### config.mk
export PLATFORM = sky130hd
export DESIGN_NAME = sysid_mc_flat
export DESIGN_NICKNAME = d
export VERILOG_FILES = /design/src/rtl/sysid_mc_pkg.sv /design/src/rtl/sysid_mc_if.sv /design/src/rtl/sysid_uptime_counter.sv /design/src/rtl/sysid_mc.sv /design/src/flat_wrapper.sv
export SDC_FILE = /design/constraint.sdc
export NUM_CORES = 1
export LEC_CHECK = 0
export ABC_CLOCK_PERIOD_IN_PS = 6100
export CAP_MARGIN = 20
export CORE_ASPECT_RATIO = 2
export CORE_MARGIN = 2
export CORE_UTILIZATION = 54
export CTS_BUF_LIST = sky130_fd_sc_hd__clkbuf_4
export DETAILED_ROUTE_END_ITERATION = 16
export PLACE_DENSITY = 0.76
export SYNTH_ARGS = -nofsm -noshare
export SYNTH_HDL_FRONTEND = slang
export SYNTH_SLANG_ARGS = --single-unit
### constraint.sdc
create_clock -name clock -period 6.1 [get_ports clock]
set_input_delay 1.22 -clock clock [delete_from_list [all_inputs] [get_ports clock]]
set_output_delay 1.22 -clock clock [all_outputs]
set_load 0.02 [all_outputs]
### src/rtl/sysid_mc_pkg.sv
// Shared definitions for the multicore system-ID peripheral: register map,
// CONFIG field layout, barrier read-word layout and the CONFIG packing helper.
package sysid_mc_pkg;

  localparam int unsigned MAX_CORES = 16;

  // Word addresses of the register map; address 7 is reserved.
  localparam logic [2:0] REG_SYSID     = 3'd0;
  localparam logic [2:0] REG_TIMESTAMP = 3'd1;
  localparam logic [2:0] REG_CONFIG    = 3'd2;
  localparam logic [2:0] REG_UPTIME_LO = 3'd3;
  localparam logic [2:0] REG_UPTIME_HI = 3'd4;
  localparam logic [2:0] REG_SCRATCH   = 3'd5;
  localparam logic [2:0] REG_BARRIER   = 3'd6;

  // CONFIG word layout.
  localparam int unsigned CFG_CORES_LSB = 0;
  localparam int unsigned CFG_CORES_W   = 5;
  localparam int unsigned CFG_VER_LSB   = 8;
  localparam int unsigned CFG_VER_W     = 8;

  // BARRIER read word: generation in the upper half, arrived mask below.
  typedef struct packed {
    logic [15:0] generation;
    logic [15:0] mask;
  } barrier_word_t;

  // Builds the constant CONFIG word from the elaboration parameters.
  function automatic logic [31:0] pack_config(input int unsigned num_cores,
                                              input logic [7:0]  hw_version);
    logic [31:0] w;
    w = '0;
    w[CFG_CORES_LSB +: CFG_CORES_W] = num_cores[CFG_CORES_W-1:0];
    w[CFG_VER_LSB +: CFG_VER_W]     = hw_version;
    return w;
  endfunction

endpackage

### src/rtl/sysid_mc_if.sv
// Avalon-MM slave bus of the system-ID peripheral: fixed read latency of one
// cycle, no waitrequest.
interface sysid_mc_if;
  logic [2:0]  address;
  logic        read;
  logic        write;
  logic [31:0] writedata;
  logic [31:0] readdata;
  logic        readdatavalid;

  modport master (
    output address, read, write, writedata,
    input  readdata, readdatavalid
  );

  modport slave (
    input  address, read, write, writedata,
    output readdata, readdatavalid
  );
endinterface

### src/rtl/sysid_uptime_counter.sv
// Free-running 64-bit uptime counter, advanced once every UPTIME_DIV clocks.
// With UPTIME_DIV=1 the prescaler is not built and the counter steps every
// cycle. The counter wraps silently after all-ones.
module sysid_uptime_counter #(
  parameter int unsigned UPTIME_DIV = 1
) (
  input  logic        clock,
  input  logic        reset,
  output logic [63:0] count
);

  logic [63:0] count_q, count_d;
  logic        tick;

  generate
    if (UPTIME_DIV == 1) begin : g_nodiv
      assign tick = 1'b1;
    end else begin : g_div
      localparam int unsigned PW = $clog2(UPTIME_DIV);
      localparam logic [PW-1:0] PRESC_LAST = PW'(UPTIME_DIV - 1);

      logic [PW-1:0] presc_q, presc_d;

      // Prescaler next state: count 0..UPTIME_DIV-1 and wrap.
      always_comb begin
        // NOTE: every combinational output gets a default first so no path
        // leaves it unassigned and no latch is inferred.
        presc_d = presc_q + PW'(1);
        if (presc_q == PRESC_LAST) presc_d = '0;
      end

      // Prescaler register.
      always_ff @(posedge clock) begin
        // NOTE: clocked state uses non-blocking assignments so every register
        // samples pre-edge values regardless of process ordering.
        if (reset) presc_q <= '0;
        else       presc_q <= presc_d;
      end

      assign tick = (presc_q == PRESC_LAST);
    end
  endgenerate

  // Uptime next state: advance on each prescaler wrap.
  always_comb begin
    count_d = count_q;
    if (tick) count_d = count_q + 64'd1;
  end

  // Uptime register.
  always_ff @(posedge clock) begin
    if (reset) count_q <= '0;
    else       count_q <= count_d;
  end

  assign count = count_q;

endmodule

### src/rtl/sysid_mc.sv
// Multicore system-ID peripheral: read-only ID/timestamp/config words, a
// 64-bit uptime with a coherent LO-then-HI snapshot, a scratch register and a
// boot barrier for up to MAX_CORES cores. Reads return one cycle later.
module sysid_mc
  import sysid_mc_pkg::*;
#(
  parameter logic [31:0] SYSTEM_ID  = 32'h0000_0000,
  parameter logic [31:0] TIMESTAMP  = 32'd1326413930,
  parameter int unsigned NUM_CORES  = 4,
  parameter logic [7:0]  HW_VERSION = 8'd2,
  parameter int unsigned UPTIME_DIV = 1
) (
  input  logic        clock,
  input  logic        reset,
  sysid_mc_if.slave   bus,
  output logic        barrier_done
);

  localparam logic [31:0]          CONFIG_WORD = pack_config(NUM_CORES, HW_VERSION);
  localparam logic [NUM_CORES-1:0] ALL_ARRIVED = '1;

  logic [63:0]          uptime;
  logic [31:0]          rd_word;
  logic [NUM_CORES-1:0] next_mask;
  barrier_word_t        barrier_word;

  logic [31:0]          readdata_q, readdata_d;
  logic                 rdv_q, rdv_d;
  logic [31:0]          shadow_hi_q, shadow_hi_d;
  logic [31:0]          scratch_q, scratch_d;
  logic [NUM_CORES-1:0] arrived_q, arrived_d;
  logic [15:0]          gen_q, gen_d;
  logic                 done_q, done_d;

  sysid_uptime_counter #(
    .UPTIME_DIV (UPTIME_DIV)
  ) u_uptime (
    .clock (clock),
    .reset (reset),
    .count (uptime)
  );

  // Read mux: selects the word returned for the current address.
  always_comb begin
    barrier_word.generation = gen_q;
    barrier_word.mask       = 16'(arrived_q);
    rd_word = '0;
    case (bus.address)
      REG_SYSID:     rd_word = SYSTEM_ID;
      REG_TIMESTAMP: rd_word = TIMESTAMP;
      REG_CONFIG:    rd_word = CONFIG_WORD;
      REG_UPTIME_LO: rd_word = uptime[31:0];
      REG_UPTIME_HI: rd_word = shadow_hi_q;
      REG_SCRATCH:   rd_word = scratch_q;
      REG_BARRIER:   rd_word = barrier_word;
      default:       rd_word = '0;
    endcase
  end

  // Next-state: read pipeline, LO-read snapshot, scratch and barrier writes.
  // A read in the same cycle as a write wins and the write is dropped.
  always_comb begin
    readdata_d  = readdata_q;
    rdv_d       = 1'b0;
    shadow_hi_d = shadow_hi_q;
    scratch_d   = scratch_q;
    arrived_d   = arrived_q;
    gen_d       = gen_q;
    done_d      = 1'b0;
    next_mask   = arrived_q | bus.writedata[NUM_CORES-1:0];

    if (bus.read) begin
      rdv_d      = 1'b1;
      readdata_d = rd_word;
      // Capture the upper word of the same value whose lower word is returned,
      // so a later HI read pairs coherently even across a carry.
      if (bus.address == REG_UPTIME_LO) shadow_hi_d = uptime[63:32];
    end else if (bus.write) begin
      case (bus.address)
        REG_SCRATCH: scratch_d = bus.writedata;
        REG_BARRIER: begin
          if (next_mask == ALL_ARRIVED) begin
            arrived_d = '0;
            gen_d     = gen_q + 16'd1;
            done_d    = 1'b1;
          end else begin
            arrived_d = next_mask;
          end
        end
        default: ;
      endcase
    end
  end

  // Register bank with synchronous reset.
  always_ff @(posedge clock) begin
    if (reset) begin
      readdata_q  <= '0;
      rdv_q       <= 1'b0;
      shadow_hi_q <= '0;
      scratch_q   <= '0;
      arrived_q   <= '0;
      gen_q       <= '0;
      done_q      <= 1'b0;
    end else begin
      readdata_q  <= readdata_d;
      rdv_q       <= rdv_d;
      shadow_hi_q <= shadow_hi_d;
      scratch_q   <= scratch_d;
      arrived_q   <= arrived_d;
      gen_q       <= gen_d;
      done_q      <= done_d;
    end
  end

  assign bus.readdata      = readdata_q;
  assign bus.readdatavalid = rdv_q;
  assign barrier_done      = done_q;

endmodule

### src/flat_wrapper.sv
// flat-port wrapper written by rule: the top's interface ports become plain ports
module sysid_mc_flat import sysid_mc_pkg::*;
#(
  parameter logic [31:0] SYSTEM_ID  = 32'h0000_0000,
  parameter logic [31:0] TIMESTAMP  = 32'd1326413930,
  parameter int unsigned NUM_CORES  = 4,
  parameter logic [7:0]  HW_VERSION = 8'd2,
  parameter int unsigned UPTIME_DIV = 1
)
  (clock, reset, barrier_done, bus_address, bus_read, bus_write, bus_writedata, bus_readdata, bus_readdatavalid);
  sysid_mc_if bus_i ();
  input  logic clock;
  input  logic reset;
  output logic barrier_done;
  input wire logic [$bits(bus_i.address)-1:0] bus_address;
  input wire logic [$bits(bus_i.read)-1:0] bus_read;
  input wire logic [$bits(bus_i.write)-1:0] bus_write;
  input wire logic [$bits(bus_i.writedata)-1:0] bus_writedata;
  output wire logic [$bits(bus_i.readdata)-1:0] bus_readdata;
  output wire logic [$bits(bus_i.readdatavalid)-1:0] bus_readdatavalid;
  assign bus_i.address = bus_address;
  assign bus_i.read = bus_read;
  assign bus_i.write = bus_write;
  assign bus_i.writedata = bus_writedata;
  assign bus_readdata = bus_i.readdata;
  assign bus_readdatavalid = bus_i.readdatavalid;
  sysid_mc #(.SYSTEM_ID(SYSTEM_ID), .TIMESTAMP(TIMESTAMP), .NUM_CORES(NUM_CORES), .HW_VERSION(HW_VERSION), .UPTIME_DIV(UPTIME_DIV)) u_core (.clock(clock), .reset(reset), .bus(bus_i), .barrier_done(barrier_done));
endmodule
==> results of run 1 <==
power by group through the flow:
stage	clock network (W)	logic, W	registers [W]
5_1_grt	0.000770	0.000133	0.00120
4_1_cts	0.000721	0.000121	0.00120
2_1_floorplan	0	0.0000636	0.00123
6_report	0.000705	0.000122	0.00120
3_3_place_gp	0	0.000118	0.00123
3_5_place_dp	0	0.000120	0.00123
worst paths after layout:
path | startpoint | endpoint | slack, ns | cells past startpoint
max | bus_address[2] | u_core.gen_q[13] | 2.71 | 7
min | u_core.scratch_q[26] | u_core.scratch_q[26] | 0.47 | 2
max reg2reg | u_core.u_uptime.count[12] | u_core.u_uptime.count[53] | 3.13 | 5
min reg2reg | u_core.scratch_q[26] | u_core.scratch_q[26] | 0.47 | 2
area by class of cell:
cell class	count	area (um2)
clock inverters	13	170
multi-input cells	713	4040
clock buffers	18	135
repair buffers	87	842
inverters	25	93.8
diodes	1	2.50
well taps	195	244
flip-flops and latches	182	3640
fillers	1333	5490
metrics by stage:
| stage | cell area, um2 | power [W] | util [%] |
|---|---|---|---|
| finish | 9170 | 0.00203 | 62.5 |
| global route | 9170 | 0.00211 | 62.5 |
| floorplan | 8030 | 0.00130 | - |
| detailed placement | 8830 | 0.00135 | 60.3 |
| global placement | 8830 | 0.00135 | 60.3 |
| CTS | 9140 | 0.00204 | 62.3 |
cells in the mapped netlist, types with 3 or more instances:
| master | number | share of area [%] |
|---|---|---|
| a21oi_1 | 94 | 5.9 |
| or3_1 | 18 | 1.4 |
| a22o_1 | 13 | 1.4 |
| nand3_1 | 30 | 1.9 |
| clkbuf_1 | 54 | 2.5 |
| nor2b_1 | 26 | 2.0 |
| xnor2_1 | 44 | 4.8 |
| o22ai_1 | 17 | 1.3 |
| nand4b_1 | 4 | 0.44 |
| and4_1 | 10 | 1.1 |
| a22oi_1 | 31 | 2.9 |
| o31ai_1 | 5 | 0.47 |
| nand2_1 | 182 | 8.5 |
| inv_1 | 25 | 1.2 |
| xor2_1 | 6 | 0.65 |
| o21ai_0 | 47 | 2.9 |
| buf_2 | 4 | 0.25 |
| nor3_1 | 20 | 1.2 |
| buf_1 | 10 | 0.47 |
| nor2_1 | 63 | 2.9 |
| nor4_1 | 24 | 1.9 |
| mux2_2 | 21 | 2.9 |
| and3_1 | 5 | 0.39 |
| dfxtp_1 | 182 | 45 |
| and2_1 | 3 | 0.23 |
| nand4_1 | 19 | 1.5 |
| or4_1 | 7 | 0.65 |
placed cells by master (no fill, tap or decap), types with 10 or more instances in the layout:
cell             count
a22oi_1             31
buf_4               14
nand2_1            182
a21oi_1             94
xnor2_1             44
a22o_1              13
nor2_1              62
o21ai_0             47
nand3_1             30
clkbuf_4            18
nor4_1              23
dfxtp_1            182
and4_1              10
or3_1               18
inv_1               25
clkdlybuf4s50_1     71
nor3_1              20
mux2_2              21
nand4_1             19
nor2b_1             26
o22ai_1             17
tightest hold or removal path, cell delays in order, from the launching register on:
cell	delay, ns
dfxtp_1	0.33
nand2_1	0.05
a21oi_1	0.05
kinds of logic (layout without fill, tap and decap cells):
family / Yosys count / in the layout / share of synthesized area, %
AND/OR/NAND/NOR: 421 / 421 / 25.3
AO/OA/AOI/OAI: 219 / 219 / 16.2
other: 0 / 1 / 0
flip-flops: 182 / 182 / 45.4
multiplexers: 21 / 21 / 2.94
buffers and inverters: 94 / 143 / 4.47
adder cells (fa/ha/maj): 2 / 2 / 0.312
XOR/XNOR: 50 / 50 / 5.45
per-layer routing:
layer / share of wire, % / GRT usage [%]
met1: 45 / 34.4
met4: 1.7 / 8.53
met5: 0 / 0
met2: 48 / 40.7
met3: 6.1 / 4.95
flip-flops by register name (all words and copies together) (netlist names):
signal	cells
u_core.arrived_q	4
u_core.u_uptime.count	64
u_core.bus.readdata	32
u_core.shadow_hi_q	32
u_core.scratch_q	32
u_core.barrier_done	1
u_core.bus.readdatavalid	1
u_core.gen_q	16
==> results.ini, run 1 <==
[run_status]
outcome = finished clean

[drt]
first_pass_iters = 5
vias_per_cell = 5.82
ant_nets = 0
dr.first_iter.drc_count = 512
dr_total_vias = 7179
wl_per_cell_um = 16.2
route.detailed.drc = 0
drt_wl_total_mm = 20.0

[synthesis]
syn_inst = 989
async_flop_share_pct = 0
syn_area_per_cell_um2 = 8.12
syn_area_um2 = 8030
ys_warn_count = 0
ys_types = 46
ys_seq_elements = 182
synth_fp_nets = 1030
seq_area_frac_synth_pct = 45.4
synth_edf_count = 0
ys.flop_type = dfxtp_1

[clock_tree]
clock_latency_ns = 0.55
clk_pin_slew_worst_paths_ns = 0.15
postCtsHoldBufs = 0
clk_root_buffer_cell = clkbuf_4
cts_buffer_depth = 2
cts_buffers = 17
post_cts_resized = 0
cts_tree = built
htreeDepth = 4
post-cts-setup-buffer-count = 0
cts.sinks = 182

[sta]
worst_slew_pin_slew_ns = 1.02
fin_skew_ns = 0.0313
fmax_ghz = 0.295
final-max-slew-violation-count = 0
worst_slack_ns = 2.71
hold_viol_final = 0
slew_headroom_pct = 32.3
min_period_over_period_pct = 55.6
setup_viol = 0
rsz0062_at_grt = false
min_period_ns = 3.39
holdWs_ns = 0.466
fin_tns_setup_ns = 0

[power_and_ir_drop]
p_per_area_nw_per_um2 = 221
power_frac_clock_pct = 34.7
switching_share_pct = 24.2
combPwrFrac_pct = 6.0
leakage_nw = 2.86
p_sw_w = 0.000491
p_int_w = 0.00154
pwr-share-seq_pct = 59.2
ir_worst_vdd_mv = 0.137

[layout]
final_net_count = 1067
drive_above_1_share_pct = 7.32
syn_to_final_growth_pct = 14.2
layoutNonFillerInstCount = 1234

[placement]
dp.cells = 1200
gp_congestion = 0.851
post-place-ws_ns = 2.12
dpl.hpwl_mm = 14.1
io_buffers = 72

[critical_path]
path_cells = clkdlybuf4s50_1 > buf_4 > nor4bb_1 > nand4_1 > nor4_1 > xnor2_1 > nor2_1
crit_buf_inv = 2
cp_top_family = simple AND/OR/NAND/NOR gates
crit_arrival_ns = 3.81
slowest_stage = nand4_1
critical_path_class = in2reg
cp-end-kind = register
slowest_delay_ns = 0.58
crit_fanout = 42
cp.required_ns = 6.51
crit_path_start_kind = input pin

[global_route]
grt_pass1_wl_mm = 32.7
grt_max_degree = 98
grt_pass1_vias = 6511
track_usage_pct = 25.4
overflow = 0
antenna_found_initial = 1

[die]
die_x_um = 90.2
die-height_um = 176
core-area_um2 = 14700
io_pins = 73
die_area_um2 = 15900
start_util_pct = 54.8
rows = 63

[run]
maxCapViolCount = 0

[min_path]
hp-class = reg2reg

Power figures use the tool's default switching activity.
==> run 2: changes to the inputs <==
--- a/config.mk
+++ b/config.mk
@@ -5,7 +5,7 @@
 export SDC_FILE = /design/constraint.sdc
 export NUM_CORES = 1
 export LEC_CHECK = 0
-export ABC_CLOCK_PERIOD_IN_PS = 6100
+export ABC_CLOCK_PERIOD_IN_PS = 3200
 export CAP_MARGIN = 20
 export CORE_ASPECT_RATIO = 2
 export CORE_MARGIN = 2
==> constraint.sdc (replaced) <==
create_clock -name clock -period 3.2 [get_ports clock]
set_input_delay 0.64 -clock clock [delete_from_list [all_inputs] [get_ports clock]]
set_output_delay 0.64 -clock clock [all_outputs]
set_load 0.02 [all_outputs]
==> results.ini, run 2 (synthesis results as in run 1) <==
[critical_path]
reg2reg_slack_ns = 0.58  ; -2.55 ns
crit_arrival_ns = 3.12  ; -0.69 ns
slowest_stage = or4b_1
reg2reg_depth = 5  ; unchanged
r2r-start = u_core.u_uptime.count[31]
cp-end-kind = register
cp_top_family = simple AND/OR/NAND/NOR gates
cpMostUsedCell = and4_1
critical_path_class = reg2reg
slowest_delay_ns = 0.64  ; +0.06 ns
regToRegEndpoint = u_core.u_uptime.count[56]
path_cells = and4_1 > and4_1 > or4b_1 > or4_1 > a21oi_1
cp.required_ns = 3.70  ; -2.81 ns
crit_fanout = 11  ; -74%
crit_buf_inv = 0  ; -2
crit_path_start_kind = register

[global_route]
grt_pass1_vias = 6761  ; +3.8%
use_met1_pct = 34.2  ; -0.20 points
top_usage_layer = met2
use_met2_pct = 42.4  ; +1.7 points
grt_max_degree = 50  ; -49%
met3_usage_pct = 4.87  ; -0.085 points
track_usage_pct = 26.0  ; +0.60 points
antenna_found_initial = 1  ; unchanged
overflow = 0  ; unchanged
grt_pass1_wl_mm = 33.7  ; +2.8%

[min_path]
whs_path_depth = 2  ; unchanged
min_to = u_core.u_uptime.count[30]
hold_start = reset
hp-class = in2reg

[run]
maxCapViolCount = 0  ; unchanged

[clock_tree]
cts_buffer_depth = 2  ; unchanged
clock_latency_ns = 0.58  ; +0.03 ns
cts.sinks = 182  ; unchanged
cts_buffers = 17  ; unchanged
htreeDepth = 4  ; unchanged
post-cts-setup-buffer-count = 0  ; unchanged
clk_root_buffer_cell = clkbuf_4
cts_tree = built
post_cts_resized = 0  ; unchanged
postCtsHoldBufs = 0  ; unchanged
clk_pin_slew_worst_paths_ns = 0.17  ; +0.02 ns

[sta]
slew_headroom_pct = 26.4  ; -5.9 points
setup_viol = 0  ; unchanged
final-max-slew-violation-count = 0  ; unchanged
fin_tns_setup_ns = 0  ; unchanged
hold_viol_final = 0  ; unchanged
min_period_ns = 2.62
worst_slew_pin_slew_ns = 1.10  ; +0.0862 ns
rsz0062_at_grt = false
min_period_over_period_pct = 81.7
fin_skew_ns = 0.0331  ; +0.00184 ns
fmax_ghz = 0.382

[placement]
gp_congestion = 0.874  ; +2.7%
io_buffers = 72  ; unchanged
dpl.hpwl_mm = 14.6  ; +3.8%
post_dp_cell_area_um2 = 8990  ; +1.7%

[die]
core-area_um2 = 14700  ; unchanged
die_x_um = 90.2  ; unchanged
die_area_um2 = 15900  ; unchanged
start_util_pct = 54.8  ; unchanged
rows = 63  ; unchanged
die-height_um = 176  ; unchanged
io_pins = 73  ; unchanged

[layout]
largest_reg_flops = 64  ; unchanged
drive_above_1_share_pct = 8.63  ; +1.3 points
syn_to_final_growth_pct = 15.9
final_net_count = 1083  ; +1.5%
design_area_um2 = 9310  ; +1.5%
layout_common_cells = nand2_1 (182), dfxtp_1 (182), a21oi_1 (94)

[power_and_ir_drop]
leakage_nw = 2.95  ; +3.5%
p_per_area_nw_per_um2 = 425  ; +92%
ir_worst_vdd_mv = 0.226  ; +65%

[drt]
ant_nets = 0  ; unchanged
first_pass_iters = 5  ; unchanged
drt_wl_total_mm = 20.4  ; +2.2%
wl_per_cell_um = 16.4  ; +0.86%
dr.first_iter.drc_count = 477  ; -6.8%
vias_per_cell = 5.78  ; -0.58%
route.detailed.drc = 0  ; unchanged
dr_total_vias = 7230  ; +0.71%

[run_status]
outcome = finished clean

run 2: changes by cell type in the layout (fill, tap and decap cells not counted), sizes merged:
| cell | delta |
|---|---|
| clkinvlp | -3 |
| clkinv | -1 |
| inv | +5 |
| buf | +16 |
| clkbuf | -1 |
run 2: worst reg2reg max path: stages (launching register included):
cell,delay [ns]
dfxtp_1,0.47
and4_1,0.43
and4_1,0.34
or4b_1,0.64
or4_1,0.53
a21oi_1,0.14
run 2: cell type report:
type | count | area [um2]
Clock buffer | 17 | 128
Inverter | 25 | 93.8
Clock inverter | 14 | 188
Fill cell | 1288 | 5360
Multi-Input combinational cell | 713 | 4030
Timing Repair Buffer | 103 | 976
Sequential cell | 182 | 3640
Tap cell | 195 | 244
Antenna cell | 1 | 2.50
run 2: power breakdown:
part / total, W / switching [W] / leakage (nW) / internal (W)
combinational: 0.000241 / 0.000138 / 1.31 / 0.000104
sequential: 0.00229 / 0.0000110 / 1.47 / 0.00228
clock: 0.00142 / 0.000850 / 0.172 / 0.000567
total: 0.00395 / 0.000999 / 2.95 / 0.00295
run 2: metal layers:
layer,vias to the layer above,wire length (um)
li1,3566,-
met4,0,418
met2,243,9780
met5,-,0
met3,31,1220
met1,3390,9030
run 2: worst max-delay path by stage:
stage                                 to  cells after the start                      start
3_3_place_gp      u_core.bus.readdata[7]                      8             bus_address[2]
5_1_grt        u_core.u_uptime.count[58]                      5  u_core.u_uptime.count[31]
2_1_floorplan  u_core.u_uptime.count[58]                      7  u_core.u_uptime.count[24]
4_1_cts        u_core.u_uptime.count[56]                      5  u_core.u_uptime.count[31]
6_report       u_core.u_uptime.count[56]                      5  u_core.u_uptime.count[31]
3_5_place_dp     u_core.bus.readdata[10]                      8             bus_address[2]
run 2: through the flow:
| stage | setup WS, ns | hold slack, ns | total power, W | cells | util, % |
|---|---|---|---|---|---|
| after global placement | 0.578 | 0.434 | 0.00258 | 1218 | 61.3 |
| after floorplan | 0.935 | 0.432 | 0.00247 | 989 | - |
| after CTS | 0.611 | 0.372 | 0.00397 | 1249 | 63.5 |
| final | 0.585 | 0.406 | 0.00395 | 1250 | 63.5 |
| after detailed placement | 0.434 | 0.441 | 0.00258 | 1218 | 61.3 |
| after global routing | 0.426 | 0.386 | 0.00409 | 1250 | 63.5 |
